===== config.mk =====
export PLATFORM = sky130hd
export DESIGN_NAME = rv_inst_encoder
export DESIGN_NICKNAME = d
export VERILOG_FILES = /design/src/rtl/rv_pkg.sv /design/src/rtl/rv_enc_fifo.sv /design/src/rtl/rv_inst_encoder.sv
export SDC_FILE = /design/constraint.sdc
export NUM_CORES = 1
export LEC_CHECK = 0
export ABC_AREA = 0
export ABC_CLOCK_PERIOD_IN_PS = 2500
export BUFFER_PORTS_ARGS = -buffer_cell sky130_fd_sc_hd__buf_2
export CAP_MARGIN = 5
export CORE_ASPECT_RATIO = 1.4
export CORE_UTILIZATION = 46
export DETAILED_ROUTE_END_ITERATION = 10
export PLACE_DENSITY = 0.87
export SYNTH_ARGS = -nofsm -noshare
export SYNTH_HDL_FRONTEND = slang
export SYNTH_HIERARCHICAL = 1
export SYNTH_SLANG_ARGS = --single-unit
export TNS_END_PERCENT = 50

===== constraint.sdc =====
create_clock -name clk -period 2.5 [get_ports clk]
set_clock_uncertainty 0.15 [all_clocks]
set_input_delay 0.125 -clock clk [delete_from_list [all_inputs] [get_ports clk]]
set_output_delay 0.125 -clock clk [all_outputs]
set_load 0.02 [all_outputs]

===== src/rtl/rv_pkg.sv =====
// Shared RV64IM definitions used by the decoder and encoder:
// opcodes, funct3 groups, instruction formats and small helpers.
package rv_pkg;

   typedef enum logic [6:0] {
      OPC_LUI       = 7'b0110111,
      OPC_AUIPC     = 7'b0010111,
      OPC_JAL       = 7'b1101111,
      OPC_JALR      = 7'b1100111,
      OPC_BRANCH    = 7'b1100011,
      OPC_LOAD      = 7'b0000011,
      OPC_STORE     = 7'b0100011,
      OPC_OP_IMM    = 7'b0010011,
      OPC_OP_IMM_32 = 7'b0011011,
      OPC_OP        = 7'b0110011,
      OPC_OP_32     = 7'b0111011,
      OPC_MISC_MEM  = 7'b0001111,
      OPC_SYSTEM    = 7'b1110011
   } opcode_t;

   typedef enum logic [2:0] {
      F3_ADD = 3'b000, F3_SLL = 3'b001, F3_SLT = 3'b010, F3_SLTU = 3'b011,
      F3_XOR = 3'b100, F3_SRL = 3'b101, F3_OR  = 3'b110, F3_AND  = 3'b111
   } funct3_op_t;

   typedef enum logic [2:0] {
      BR_BEQ = 3'b000, BR_BNE = 3'b001, BR_BLT  = 3'b100,
      BR_BGE = 3'b101, BR_BLTU = 3'b110, BR_BGEU = 3'b111
   } funct3_branch_t;

   typedef enum logic [2:0] {
      LS_B  = 3'b000, LS_H  = 3'b001, LS_W  = 3'b010, LS_D = 3'b011,
      LS_BU = 3'b100, LS_HU = 3'b101, LS_WU = 3'b110
   } funct3_ls_t;

   typedef enum logic [2:0] {
      M_MUL = 3'b000, M_MULH = 3'b001, M_MULHSU = 3'b010, M_MULHU = 3'b011,
      M_DIV = 3'b100, M_DIVU = 3'b101, M_REM    = 3'b110, M_REMU  = 3'b111
   } funct3_mul_t;

   typedef enum logic [2:0] {
      SYS_PRIV  = 3'b000, SYS_CSRRW  = 3'b001, SYS_CSRRS  = 3'b010, SYS_CSRRC = 3'b011,
      SYS_CSRRWI = 3'b101, SYS_CSRRSI = 3'b110, SYS_CSRRCI = 3'b111
   } funct3_sys_t;

   typedef enum logic [2:0] {
      FMT_R, FMT_I, FMT_S, FMT_SB, FMT_U, FMT_UJ, FMT_BAD
   } format_t;

   function automatic format_t format_of(input logic [6:0] op);
      format_t fmt;
      case (op)
         OPC_OP, OPC_OP_32:                                        fmt = FMT_R;
         OPC_LOAD, OPC_JALR, OPC_OP_IMM, OPC_OP_IMM_32,
         OPC_MISC_MEM, OPC_SYSTEM:                                 fmt = FMT_I;
         OPC_STORE:                                                fmt = FMT_S;
         OPC_BRANCH:                                               fmt = FMT_SB;
         OPC_LUI, OPC_AUIPC:                                       fmt = FMT_U;
         OPC_JAL:                                                  fmt = FMT_UJ;
         default:                                                  fmt = FMT_BAD;
      endcase
      return fmt;
   endfunction

   // True when imm is a sign extension of its low 'bits' bits.
   function automatic logic fits_simm(input logic [63:0] imm, input int unsigned bits);
      logic [63:0] hi;
      hi = $signed(imm) >>> (bits - 1);
      return (hi == '0) || (hi == '1);
   endfunction

   function automatic logic is_shift_f3(input logic [2:0] f3);
      return (f3 == F3_SLL) || (f3 == F3_SRL);
   endfunction

endpackage


===== src/rtl/rv_enc_fifo.sv =====
// Generic valid/ready FIFO of DEPTH entries (power of 2, >= 2); head is read
// combinationally so a write is visible the cycle after it is accepted.
module rv_enc_fifo #(
   parameter int DEPTH = 2,
   parameter int W     = 33
) (
   input  logic         clk,
   input  logic         reset,
   input  logic         wr_valid,
   output logic         wr_ready,
   input  logic [W-1:0] wr_data,
   output logic         rd_valid,
   input  logic         rd_ready,
   output logic [W-1:0] rd_data
);
   localparam int AW = $clog2(DEPTH);
   localparam logic [AW:0] FULL = (AW+1)'(DEPTH);

   logic [W-1:0]  mem [DEPTH];
   logic [AW-1:0] wr_ptr_reg;
   logic [AW-1:0] rd_ptr_reg;
   logic [AW:0]   count_reg;
   logic          push;
   logic          pop;

   assign wr_ready = !reset && (count_reg != FULL);
   assign rd_valid = (count_reg != '0);
   assign push     = wr_valid && wr_ready;
   assign pop      = rd_valid && rd_ready;
   assign rd_data  = rd_valid ? mem[rd_ptr_reg] : '0;

   always_ff @(posedge clk) begin
      if (push) mem[wr_ptr_reg] <= wr_data;
   end

   // Pointers are AW bits wide, so they wrap modulo DEPTH on their own.
   always_ff @(posedge clk or posedge reset) begin
      if (reset) begin
         wr_ptr_reg <= '0;
         rd_ptr_reg <= '0;
         count_reg  <= '0;
      end else begin
         if (push) wr_ptr_reg <= wr_ptr_reg + AW'(1);
         if (pop)  rd_ptr_reg <= rd_ptr_reg + AW'(1);
         case ({push, pop})
            2'b10:   count_reg <= count_reg + (AW+1)'(1);
            2'b01:   count_reg <= count_reg - (AW+1)'(1);
            default: count_reg <= count_reg;
         endcase
      end
   end

endmodule


===== src/rtl/rv_inst_encoder.sv =====
// Packs decoded RV64IM fields into 32-bit instruction words behind an output FIFO.
// Define RV_ENC_RANGE_CHECK_EN to also flag immediates that do not fit their field.
module rv_inst_encoder
   import rv_pkg::*;
#(
   parameter int DEPTH     = 2,
   parameter int ERR_CNT_W = 16
) (
   input  logic                 clk,
   input  logic                 reset,
   input  logic                 in_valid,
   output logic                 in_ready,
   input  logic [6:0]           in_op,
   input  logic [4:0]           in_rd,
   input  logic [4:0]           in_rs1,
   input  logic [4:0]           in_rs2,
   input  logic [2:0]           in_funct3,
   input  logic [6:0]           in_funct7,
   input  logic [63:0]          in_imm,
   output logic                 out_valid,
   input  logic                 out_ready,
   output logic [31:0]          out_inst,
   output logic                 out_err,
   output logic [ERR_CNT_W-1:0] err_count
);
   format_t              fmt;
   logic                 shift_op;
   logic [31:0]          inst;
   logic                 err;
   logic                 accept;
   logic [32:0]          fifo_rd_data;
   logic [ERR_CNT_W-1:0] err_count_reg;

   always_comb begin
      fmt      = format_of(in_op);
      shift_op = (in_op == OPC_OP_IMM) && is_shift_f3(in_funct3);
      inst     = {25'b0, in_op};
      case (fmt)
         FMT_R:  inst = {in_funct7, in_rs2, in_rs1, in_funct3, in_rd, in_op};
         FMT_I: begin
            inst = {in_imm[11:0], in_rs1, in_funct3, in_rd, in_op};
            // Word ops keep funct7 on top; the low five imm bits already sit in [24:20].
            if (in_op == OPC_OP_IMM_32) inst[31:25] = in_funct7;
            else if (shift_op)          inst[31:20] = {in_funct7[6:1], in_imm[5:0]};
         end
         FMT_S:  inst = {in_imm[11:5], in_rs2, in_rs1, in_funct3, in_imm[4:0], in_op};
         FMT_SB: inst = {in_imm[12], in_imm[10:5], in_rs2, in_rs1, in_funct3,
                         in_imm[4:1], in_imm[11], in_op};
         FMT_U:  inst = {in_imm[31:12], in_rd, in_op};
         FMT_UJ: inst = {in_imm[20], in_imm[10:1], in_imm[11], in_imm[19:12], in_rd, in_op};
         default: inst = {25'b0, in_op};
      endcase
   end

`ifdef RV_ENC_RANGE_CHECK_EN
   logic shift_op_32;
   assign shift_op_32 = (in_op == OPC_OP_IMM_32) && is_shift_f3(in_funct3);

   always_comb begin
      err = 1'b0;
      case (fmt)
         FMT_R: err = 1'b0;
         FMT_I, FMT_S: begin
            if (shift_op)         err = (in_imm[63:6] != '0);
            else if (shift_op_32) err = (in_imm[63:5] != '0);
            else                  err = !fits_simm(in_imm, 12);
         end
         FMT_SB:  err = !fits_simm(in_imm, 13) || in_imm[0];
         FMT_U:   err = (in_imm[11:0] != '0) || !fits_simm(in_imm, 32);
         FMT_UJ:  err = !fits_simm(in_imm, 21) || in_imm[0];
         default: err = 1'b1;
      endcase
   end
`else
   // Without range checking the upper immediate bits are simply dropped.
   logic imm_unused;
   assign imm_unused = ^in_imm[63:32];
   assign err        = (fmt == FMT_BAD);
`endif

   rv_enc_fifo #(
      .DEPTH (DEPTH),
      .W     (33)
   ) u_fifo (
      .clk      (clk),
      .reset    (reset),
      .wr_valid (in_valid),
      .wr_ready (in_ready),
      .wr_data  ({err, inst}),
      .rd_valid (out_valid),
      .rd_ready (out_ready),
      .rd_data  (fifo_rd_data)
   );

   assign out_err   = fifo_rd_data[32];
   assign out_inst  = fifo_rd_data[31:0];
   assign accept    = in_valid && in_ready;
   assign err_count = err_count_reg;

   always_ff @(posedge clk or posedge reset) begin
      if (reset)
         err_count_reg <= '0;
      else if (accept && err && (err_count_reg != '1))
         err_count_reg <= err_count_reg + ERR_CNT_W'(1);
   end

endmodule


After elaboration in Yosys (flattened, before gate mapping)
Memories as Yosys holds them, arrays and structs flattened.
Cells that the tools add are included.
{"block": "word_totals", "regBits": 20, "ramBits": 66, "in_bits": 100, "out_inout_bits": 51, "word_cells": 58, "mem_count": 1}
{"memory": "u_fifo.mem", "depth": 2, "word_bits": 33, "rd": 1, "rd_ports_with_merged_regs": 0, "write_ports": 1, "line": "rv_enc_fifo.sv:19", "rtl": "logic [W-1:0] mem [DEPTH];"}
{"block": "op_classes", "addsub": 5, "n_eq_ne": 25, "n_mux": 9, "reduce_logical": 14}
{"cell": "one-hot mux 32 bit (6 select lines)", "n": 1}
{"cell": "2-to-1 mux 33 bit", "n": 1}
{"cell": "equality test 7 x 6 -> 1 bit (second input constant)", "n": 4}
{"cell": "equality test 7 bit (second input constant)", "n": 4}
{"cell": "equality test 7 x 5 -> 1 bit (second input constant)", "n": 3}
{"cell": "one-hot mux 3 bit (6 select lines)", "n": 1}
{"cell": "adder 16 x 1 -> 16 bit (second input constant)", "n": 1}
{"cell": "!= test 16 bit (second input constant)", "n": 1}
{"cell": "equality test 3 bit (second input constant)", "n": 4}
{"cell": "2-to-1 mux 12 bit", "n": 1}
{"cell": "equality test 7 x 2 -> 1 bit (second input constant)", "n": 1}
{"cell": "equality test 7 x 4 -> 1 bit (second input constant)", "n": 1}
{"cell": "2-to-1 mux 7 bit", "n": 1}
{"cell": "equality test 3 x 1 -> 1 bit (second input constant)", "n": 2}
{"cell": "equality test 3 x 2 -> 1 bit (second input constant)", "n": 2}
{"cell": "logical AND 1 bit", "n": 6}
{"cell": "OR reduction 6 bit", "n": 1}
{"cell": "2-to-1 mux 5 bit", "n": 1}
{"cell": "one-hot mux 2 bit (2 select lines)", "n": 1}
{"cell": "nonzero test 2 bit", "n": 2}
{"cell": "OR reduction 2 bit", "n": 2}
{"cell": "zero test 3 bit", "n": 1}
{"cell": "adder 1 bit (second input constant)", "n": 2}
{"cell": "adder 2 x 1 -> 2 bit (second input constant)", "n": 1}
{"cell": "other kinds (7)", "n": 8}

Longest topological paths before layout
{"block": "depth", "ltp_word": 6, "depth_mapped": 11}

Modules after synthesis
The synthesis kept the hierarchy.
{"mod": "rv_enc_fifo", "instances": 1, "cells_each": 160, "area_each_um2": 2712.6, "seq_area_each_um2": 2082.0}
{"mod": "rv_inst_encoder", "instances": 1, "cells_each": 211, "area_each_um2": 1736.7, "seq_area_each_um2": 400.4}

Worst setup path after synthesis
Ideal clock, no wire load.
{"block": "synth_path", "path_kind": "register to register", "from": "register u_fifo.count_reg[0]", "to": "memory u_fifo.mem[0][0] (enable)", "arrival_ns": 2.073, "required_ns": 1.927, "slack_ns": -0.146, "stages_incl_launch_ff": 4, "synth_period_minus_slack_ns": 2.646, "path_cell_list": "dfrtp_1 -> nand2b_1 -> nand2_1 -> nor2_1"}
{"block": "synth_between", "elab_chain_len": 5}
{"element": "start, declared", "line": "rv_enc_fifo.sv:22", "rtl": "logic [AW:0] count_reg;"}
{"element": "start signal, assigned", "line": "rv_enc_fifo.sv:46", "rtl": "2'b10: count_reg <= count_reg + (AW+1)'(1);"}
{"element": "start signal, assigned", "line": "rv_enc_fifo.sv:47", "rtl": "2'b01: count_reg <= count_reg - (AW+1)'(1);"}
{"element": "start signal, assigned", "line": "rv_enc_fifo.sv:48", "rtl": "default: count_reg <= count_reg;"}
{"element": "!= test 2 bit", "line": "rv_enc_fifo.sv:26", "rtl": "assign wr_ready = !reset && (count_reg != FULL);"}
{"element": "logical AND 1 bit", "line": "rv_enc_fifo.sv:26"}
{"element": "logical AND 1 bit", "line": "rv_enc_fifo.sv:28", "rtl": "assign push = wr_valid && wr_ready;"}
{"element": "2-to-1 mux 1 bit", "line": "rv_enc_fifo.sv:33", "rtl": "if (push) mem[wr_ptr_reg] <= wr_data;"}
{"element": "2-to-1 mux 1 bit (implied by the code)", "line": "rv_enc_fifo.sv:33"}
{"element": "end, declared", "line": "rv_enc_fifo.sv:19"}
Every way passes these cells.

Final worst setup path
{"block": "layout_path", "from": "input in_op[6]", "to": "memory u_fifo.mem[1][28], data pin"}
{"block": "layout_between", "elab_chain_len": 5, "elab_cells_between_ends": 27}
{"element": "start, declared", "line": "rv_inst_encoder.sv:13", "rtl": "input logic [6:0] in_op,"}
{"element": "equality test 7 x 5 -> 1 bit (tied with other cells)", "line": "rv_pkg.sv:52, rv_inst_encoder.sv:36"}
{"element": "OR reduction 6 bit (tied with other cells)", "line": "rv_pkg.sv:52", "rtl": "case (op)"}
{"element": "one-hot mux 3 bit (6 select lines) / 2-to-1 mux 12 bit (equally long branches)", "line": "rv_pkg.sv:52, rv_inst_encoder.sv:44"}
{"element": "equality test 3 bit (tied with other cells)", "line": "rv_inst_encoder.sv:38", "rtl": "case (fmt)"}
{"element": "one-hot mux 32 bit (6 select lines) *", "line": "rv_inst_encoder.sv:38"}
{"element": "net inst[28]", "line": "rv_inst_encoder.sv:28", "rtl": "logic [31:0] inst;"}
The timed path passes the listed nets; every way through them passes the cells marked *.

==> reports/qor.yml <==
status: "completed"
ioPinCount: 151
regArea_mm2: 0.00248
grt_pass1_wl_um: 17600
slowest_stage: "nor3_1"
die_y_um: 118
via_per_inst: 5.62
clkTransAtPathRegs_ns: 0.07
clk-insertion-delay-late_ns: 0.34
dp.cells: 614
utilization_pct: 60.6
cts_tree: "yes"
yosys.area.top_type: "edfxtp_1"
htreeDepth: 3
max-cap-violations: 0
die_w_um: 85.1
critPathTopFamily: "compound AO/OA/AOI/OAI gates"
multi_input_area_mm2: 0.00183
cp-end-kind: "flip-flop"
layout.cells.non_filler: 639
worstPathMaxFanout: 5
grt_use_met1_pct: 25.0
cts_setup_buffers: 0
min_period_ns: 2.32
clockBufferDepth: 2
finalMaxSlewViolations: 0
synth_seq_cells: 86
rows: 42
antenna_found_initial: 0
avgRoutedWirePerCell_um: 17.3
largest_reg_flops: 66
port_buffers: 118
use_met3_pct: 3.63
route.detailed.drc: 0
crit_buf_inv: 2
fillerInstances: 744
layout.nets: 627
fin_crit_sh_pct: 92.7
top_usage_layer: "met2"
place.gp.congestion: 0.866
p_per_area_mw_per_mm2: 911
crit_path_start_kind: "primary input"
fmax_mhz: 432
fin_total_pwr_mw: 5.20
yosysMostFrequentCell: "edfxtp_1"
async_flop_share_pct: 23.3
cp.required_ns: 2.43
relSlewSlack_pct: 61.0
netlist.area_leader.share_pct: 44.5
grt_pass1_vias: 3639
dp_hpwl_um: 8100
leakage_nw: 2.37
rsz0062_at_grt: "false"
grt_usage_pct: 23.0
fin_ws_ns: 0.183
drive_above_1_share_pct: 35.5
place_ws_ns: -0.116
core_mm2: 0.00941
max_stage_delay_ns: 0.43
yosys_warnings: 6
ys_top_cells_by_count: "edfxtp_1, nor2_1, mux2i_1, nand2_1, dfrtp_1"
synth_area_mm2: 0.00445
overflow: 0
ir_drop_mv: 0.569
die-area_mm2: 0.0101
drtIter0Drc: 235
seq_area_frac_synth_pct: 55.8
place_area_mm2: 0.00534
antenna_cells: 0
grt_max_degree: 34
cts_buffers: 9
path_cells: "buf_2, nand2b_1, o22ai_1, and3_1, inv_1, ha_1, o31ai_2, nor3_1, o22ai_1, a22oi_1, a21oi_1"
syn_area_per_cell_um2: 12.0
holdWs_ns: 0.00616
synth_nets: 474
cts_root_buffer: "clkbuf_16"
hp-class: "primary input to flip-flop"
synth_edf_count: 66
syn_inst: 371
yosys-top-cells-area: "edfxtp_1, dfrtp_1, mux2i_1"
vias: 3594
hold_viol_final: 0
critical_path_class: "primary input to flip-flop"
fin_area_mm2: 0.00570
grt_util_met2_pct: 40.8
critical_path.most_common_cell: "o22ai_1"
numClockSinks: 86
wl_um: 11100
area_growth_pct: 28.2
antenna_left: 0
worstMarginPinSlew_ns: 0.585
drtPass1Iterations: 5
tns_ns: 0
ys.flop_type: "edfxtp_1"
initial_core_util_pct: 47.3
yosysUniqueCellTypes: 57
cp.arrival_ns: 2.24
setup_viol: 0
==> cell type report <==
cell class	instances	area share, %
clock buffer	9	3.95
clock inverter	7	0.900
inverter	9	0.592
multi-input combinational	260	32.1
sequential	86	43.5
tap	110	2.41
timing repair buffer	158	16.5
==> layer usage <==
metal	routed length [um]	part of all wire, %
met3	606	5.5
met4	498	4.5
met2	5870	53
met5	0	0
met1	4090	37
==> worst paths after layout <==
check / to / cells past startpoint / slack, ns / from
min in group asynchronous: u_fifo/wr_ptr_reg$_DFFE_PP0P_ / 3 / 0.08 / reset
worst min-delay path: u_fifo/mem[1][15]$_DFFE_PP_ / 3 / 0.006 / in_imm[15]
worst max register to register: err_count[3]$_DFFE_PP0P_ / 7 / 0.32 / err_count[0]$_DFFE_PP0P_
worst max-delay path: u_fifo/mem[1][28]$_DFFE_PP_ / 11 / 0.18 / in_op[6]
max in group asynchronous: err_count[3]$_DFFE_PP0P_ / 3 / 1.56 / reset
worst min register to register: err_count[11]$_DFFE_PP0P_ / 1 / 0.34 / err_count[11]$_DFFE_PP0P_
==> cells by family after synthesis <==
kind of cell | synth area share (%)
AO/OA/AOI/OAI | 11.4
XOR/XNOR | 4.33
adder cells (fa/ha/maj) | 0.844
buffers and inverters | 3.26
flip-flops | 55.8
multiplexers | 8.89
AND/OR/NAND/NOR | 15.5
==> report_power, final <==
| group | total, mW | leakage, nW | switching, mW | internal, mW |
|---|---|---|---|---|
| sequential | 1.98 | 0.832 | 0.185 | 1.79 |
| clock | 1.23 | 0.120 | 0.556 | 0.671 |
| combinational | 1.99 | 1.42 | 1.25 | 0.745 |
==> layout by cell type, fill, tap and decap left out, drive strengths merged, types with 2 or more instances in the layout <==
cell         netlist  routed
a21oi             12      12
dfrtp             20      20
mux2i             35      35
a22oi             18      18
clkbuf             2       9
ha                 3       3
mux2               4       4
edfxtp            66      66
inv                9       9
clkinvlp           0       5
nand4              6       6
nor3               5       5
nor3b              2       2
o22ai              3       3
buf               14     149
dlygate4sd3        0       9
o21ai              9       9
a211oi             2       2
a2bb2oi            3       3
and3               7       7
xnor2             17      17
xor2               5       5
and4               3       3
nand2b             6       6
nand2             24      24
nor4               2       2
clkinv             0       2
nor2              57      57
and2               4       4
nor2b              3       3
nand3              8       8
a222oi             5       5
nor4b              2       2
a221oi             3       3
o31ai              2       2
==> tightest hold or removal path, stage by stage <==
cell	delay, ns
buf_2	0.08
a22oi_1	0.06
nor2_1	0.11
==> what timing repair did <==
item,4_1_cts,5_1_grt
hold buffers,9,0
endpoints found under the hold margin,35,0
gates resized for setup,0,0
(Power assumes the default switching activity.)
